$ cat config.mk
export PLATFORM = sky130hd
export DESIGN_NAME = key_expander
export DESIGN_NICKNAME = d
export VERILOG_FILES = /design/src/rtl/key_expander.sv
export SDC_FILE = /design/constraint.sdc
export NUM_CORES = 1
export LEC_CHECK = 0
export ABC_AREA = 1
export ABC_CLOCK_PERIOD_IN_PS = 7200
export CAP_MARGIN = 40
export CORE_UTILIZATION = 40
export DETAILED_ROUTE_END_ITERATION = 10
export HOLD_SLACK_MARGIN = 0.05
export SETUP_SLACK_MARGIN = 0.15
export SYNTH_ARGS = -nofsm -noshare
export SYNTH_HDL_FRONTEND = slang
export SYNTH_SLANG_ARGS = --single-unit
$ cat constraint.sdc
create_clock -name clk -period 7.2 [get_ports clk]
set_input_delay 0.72 -clock clk [delete_from_list [all_inputs] [get_ports clk]]
set_output_delay 0.72 -clock clk [all_outputs]
set_load 0.03 [all_outputs]
$ cat src/rtl/key_expander.sv
// AES-128 key expander: writes round keys 0..NUM_ROUNDS, one every 5 cycles, through one shared S-box.
// Latency: round 0 one cycle after start, done 5*NUM_ROUNDS+2 cycles after start; start is ignored while busy.
module key_expander #(
    parameter int NUM_ROUNDS = 10
) (
    input  logic         clk,
    input  logic         rst,
    input  logic         start,
    input  logic [127:0] cipher_key,
    output logic         key_reg_load,
    output logic [3:0]   iter_in,
    output logic [127:0] key_out,
    output logic         busy,
    output logic         done
);

    typedef enum logic [2:0] {S_IDLE, S_LOAD, S_SUB, S_GEN, S_DONE} state_t;

    localparam logic [3:0] LAST_ROUND = 4'(NUM_ROUNDS);

    localparam logic [0:255][7:0] SBOX = {
        128'h637c777bf26b6fc53001672bfed7ab76, 128'hca82c97dfa5947f0add4a2af9ca472c0,
        128'hb7fd9326363ff7cc34a5e5f171d83115, 128'h04c723c31896059a071280e2eb27b275,
        128'h09832c1a1b6e5aa0523bd6b329e32f84, 128'h53d100ed20fcb15b6acbbe394a4c58cf,
        128'hd0efaafb434d338545f9027f503c9fa8, 128'h51a3408f929d38f5bcb6da2110fff3d2,
        128'hcd0c13ec5f974417c4a77e3d645d1973, 128'h60814fdc222a908846eeb814de5e0bdb,
        128'he0323a0a4906245cc2d3ac629195e479, 128'he7c8376d8dd54ea96c56f4ea657aae08,
        128'hba78252e1ca6b4c6e8dd741f4bbd8b8a, 128'h703eb5664803f60e613557b986c11d9e,
        128'he1f8981169d98e949b1e87e9ce5528df, 128'h8ca1890dbfe6426841992d0fb054bb16
    };

    state_t        r_state;
    state_t        w_next_state;
    logic [127:0]  r_w;
    logic [3:0]    r_round;
    logic [1:0]    r_byte_idx;
    logic [7:0]    r_rcon;
    logic [31:0]   r_t;

    logic [31:0]   w_rot;
    logic [7:0]    w_sbox_in;
    logic [7:0]    w_sbox_out;
    logic [31:0]   w_n0, w_n1, w_n2, w_n3;
    logic [127:0]  w_next_key;
    logic [7:0]    w_xtime;
    logic          w_last_round;

    assign w_rot        = {r_w[23:0], r_w[31:24]};
    assign w_sbox_out   = SBOX[w_sbox_in];
    assign w_n0         = r_w[127:96] ^ r_t ^ {r_rcon, 24'h0};
    assign w_n1         = r_w[95:64] ^ w_n0;
    assign w_n2         = r_w[63:32] ^ w_n1;
    assign w_n3         = r_w[31:0] ^ w_n2;
    assign w_next_key   = {w_n0, w_n1, w_n2, w_n3};
    assign w_xtime      = {r_rcon[6:0], 1'b0} ^ (r_rcon[7] ? 8'h1b : 8'h00);
    assign w_last_round = (r_round == LAST_ROUND);

    // Byte 0 of the rotated word is its most significant byte.
    always_comb begin
        w_sbox_in = 8'h00;
        case (r_byte_idx)
            2'd0: w_sbox_in = w_rot[31:24];
            2'd1: w_sbox_in = w_rot[23:16];
            2'd2: w_sbox_in = w_rot[15:8];
            2'd3: w_sbox_in = w_rot[7:0];
            default: w_sbox_in = 8'h00;
        endcase
    end

    always_ff @(posedge clk) begin
        if (rst) begin
            r_state <= S_IDLE;
        end else begin
            r_state <= w_next_state;
        end
    end

    always_comb begin
        w_next_state = r_state;
        key_reg_load = 1'b0;
        iter_in      = 4'd0;
        key_out      = 128'h0;
        busy         = 1'b0;
        done         = 1'b0;
        case (r_state)
            S_IDLE: begin
                if (start) w_next_state = S_LOAD;
            end
            S_LOAD: begin
                key_reg_load = 1'b1;
                key_out      = r_w;
                busy         = 1'b1;
                w_next_state = S_SUB;
            end
            S_SUB: begin
                busy = 1'b1;
                if (r_byte_idx == 2'd3) w_next_state = S_GEN;
            end
            S_GEN: begin
                key_reg_load = 1'b1;
                iter_in      = r_round;
                key_out      = w_next_key;
                busy         = 1'b1;
                w_next_state = w_last_round ? S_DONE : S_SUB;
            end
            S_DONE: begin
                done         = 1'b1;
                w_next_state = S_IDLE;
            end
            default: w_next_state = S_IDLE;
        endcase
    end

    always_ff @(posedge clk) begin
        if (rst) begin
            r_w        <= 128'h0;
            r_round    <= 4'd0;
            r_byte_idx <= 2'd0;
            r_rcon     <= 8'h01;
            r_t        <= 32'h0;
        end else begin
            case (r_state)
                S_IDLE: begin
                    if (start) begin
                        r_w     <= cipher_key;
                        r_round <= 4'd0;
                        r_rcon  <= 8'h01;
                    end
                end
                S_LOAD: begin
                    r_round    <= 4'd1;
                    r_byte_idx <= 2'd0;
                end
                S_SUB: begin
                    case (r_byte_idx)
                        2'd0: r_t[31:24] <= w_sbox_out;
                        2'd1: r_t[23:16] <= w_sbox_out;
                        2'd2: r_t[15:8]  <= w_sbox_out;
                        2'd3: r_t[7:0]   <= w_sbox_out;
                        default: r_t <= r_t;
                    endcase
                    r_byte_idx <= r_byte_idx + 2'd1;
                end
                S_GEN: begin
                    r_w <= w_next_key;
                    if (!w_last_round) begin
                        r_round    <= r_round + 4'd1;
                        r_rcon     <= w_xtime;
                        r_byte_idx <= 2'd0;
                    end
                end
                default: ;
            endcase
        end
    end

endmodule

==> metrics <==
Worst Path Max Fanout 45; DRT Pass-1 Iters 6; clk slew on worst S/H paths 0.07 ns; worst path cell trace inv_1, nand2_1, nor2_4, buf_4, buf_4, o21ai_0, a21oi_1, o21bai_1, clkdlybuf4s50_1; Worst VDD drop 0.0001761 V; Fmax 237.8 MHz; Tmin final 4.206 ns; clock latency on the worst-skew pair 0.45 ns; status complete, no violations; first-pass GRT wire length 86800 µm; Crit path largest cell delay 0.75 ns; # clock sinks 177; Core Area 32540 µm²; Num CTS Buffers 17; layout overhead on the synthesized area 26.34%; # H-tree levels 4; Worst Tran Pin Value 0.9440 ns; clk buf depth 2; Synth Area in XOR/XNOR 7.028%; compound-cell area share of the yosys netlist 17.70%; PortBufs 265; Routability Congestion 1.011; R2R cell count 16; cts-stage hold buffer count 0; CTS tree done; Net count, final 2396; top-level I/O count 266; most common cell type on the critical path buf_4; Setup Viol. Count Final 0; multiplexer share of the synthesized area 0%; grt total ovfl 0; Total Wirelength 58750 µm; CP startpoint kind flop; sequential-to-total area share from yosys stat 26.82%; Bufs and invs on worst path 4; final slew viol count 0; Fin. Hold Viols 0; Die Wd 183.7 µm; DRC 0; worst hold slack 0.4887 ns; RSZ-0062 raised after global routing no; Int Pwr 2152 µW; adder-cell share of the synthesized area 1.515%; Seq pwr share 30.2%; crit share post-route 58.41%; # Post-CTS Setup Buffers 0; relative slew slack 37.07%; post-synthesis net count 2217; final clock skew 0.01540 ns; die height 183.7 µm; Post-Synthesis Cell Area 13210 µm²; setup tns final 0 ns; Final ANT Viol Nets 0; Switch Pwr 1511 µW; Iter 0 DRT Violations 1515; logic gate share of total power 41.0%; post-synthesis cell type count 45; CP top delay family buffers and inverters; largest family of logic cells by synthesized area simple AND/OR/NAND/NOR gates; via count 15.23k; Sw Share 41.25%; Post-CTS Resized 0; register bit total from synthesis 177; layout cells sized above 1 8.632%; Clk pwr share 28.8%; gr usage total 34.24%; Leak 0.007011 µW; WS Path Type reg -> out; initial antenna violation count 2; Worst Hold Depth 2; syn avg cell area 6.382 µm²; hold crit path type reg -> reg; CP Depth 9; wire length per cell 21.74 µm; instance count of the mapped netlist 2070; pin count of the biggest net entering global routing 85; required time of the worst setup path 6.48 ns; Max-cap violations 0; Warnings, synthesis 0; vias in the first global route 14.02k; row count 66; Detailed Place HPWL 42570 µm; Clock Tree Root clkbuf_16; simple logic cell fraction of the synthesized area 37.66%; critical path data arrival time 3.49 ns; Setup crit end kind primary output; via-per-instance ratio 5.633; Power Dens Cells 219.5 nW/µm²; Worst path slowest cell clkdlybuf4s50_1; die area 33760 µm²; Initial Util 40.60%
==> final timing paths <==
path | startpoint | end | slack (ns)
worst min register to register | r_w[81] | r_w[81] | 0.49
worst max register to register | r_byte_idx[0] | r_t[7] | 3.37
worst min-delay path | r_w[81] | r_w[81] | 0.49
worst max-delay path | r_state[2] | key_out[9] | 2.99
==> Yosys cell counts, drive strengths merged <==
| cell | n | area, µm² |
|---|---|---|
| nand2 | 628 | 2469 |
| nand3 | 330 | 1702 |
| dfxtp | 177 | 3543 |
| inv | 149 | 561.8 |
| o21ai | 132 | 675.6 |
| a21oi | 106 | 538.0 |
| xor2 | 96 | 840.8 |
| a31oi | 87 | 544.3 |
| clkbuf | 78 | 292.8 |
| nor2 | 66 | 352.8 |
| or2 | 66 | 412.9 |
| buf | 52 | 370.4 |
| o21a | 29 | 217.7 |
| o21bai | 26 | 232.7 |
| ha | 16 | 200.2 |
| xnor2 | 10 | 87.58 |
| o211ai | 8 | 60.06 |
| o22ai | 4 | 37.53 |
| nand4 | 3 | 18.77 |
| nor3 | 3 | 20.02 |
| a221oi | 2 | 17.52 |
| a21boi | 1 | 7.510 |
| a22oi | 1 | 7.510 |
==> placed cells by master (no fill, tap or decap), types with 22 or more instances in the layout <==
cell             count
a21oi_1            104
dfxtp_1            177
o21bai_1            22
o21a_1              29
nand2_1            604
clkdlybuf4s50_1    264
or2_2               65
o21ai_0            125
a31oi_1             87
nor2_1              50
xor2_1              96
nand3_1            320
inv_1              137
==> worst min-delay path, stage by stage, from the launching register on <==
cell	delay, ns
dfxtp_1	0.31
nand2_1	0.06
a31oi_1	0.07
==> stage by stage <==
step / power [µW] / setup slack [ns] / util (%) / std cells / area (µm²)
6_report: 3663 / 2.994 / 51.30 / 2703 / 16690
5_1_grt: 3821 / 2.787 / 51.30 / 2703 / 16690
4_1_cts: 3638 / 3.008 / 51.28 / 2701 / 16680
3_5_place_dp: 2586 / 3.505 / 49.29 / 2672 / 16040
3_3_place_gp: 2579 / 3.167 / 48.91 / 2665 / 15910
2_1_floorplan: 2071 / 4.537 / - / 2070 / 13210
==> state kept, by name, summed over array words and instances, names as in the netlist <==
name,count
r_rcon,8
r_round,4
r_t,32
r_state,3
r_w,128
r_byte_idx,2
==> power by group through the flow <==
stage          Clock, µW  Combinational (µW)  Sequential, µW
2_1_floorplan          0                 966            1100
3_5_place_dp           0                1460            1120
4_1_cts             1070                1470            1100
5_1_grt             1110                1600            1110
6_report            1060                1500            1110
3_3_place_gp           0                1460            1120
==> metal layers <==
metal	GRT usage, %	vias to the layer above	share of wire [%]
met5	0	-	0
met4	15.00	0	4.5
met3	5.250	130	7.5
met2	55.92	705	46
met1	44.49	7180	42
li1	-	7210	-
==> final cells by class <==
type                       count  area (µm²)
inverter                     149       561.8
tap                          442       553.0
multi-input combinational   1614        8471
clock buffer                  20       466.7
timing repair buffer         290        2908
fill                        3314       15850
antenna                        2       5.005
sequential                   177        3543
clock inverter                 9       181.4
==> logic make-up after synthesis <==
group / count (synthesis)
AND/OR/NAND/NOR: 1096
AO/OA/AOI/OAI: 396
buffers and inverters: 279
flip-flops: 177
XOR/XNOR: 106
adder cells (fa/ha/maj): 16
No activity file was read; power rests on OpenSTA's default activity.
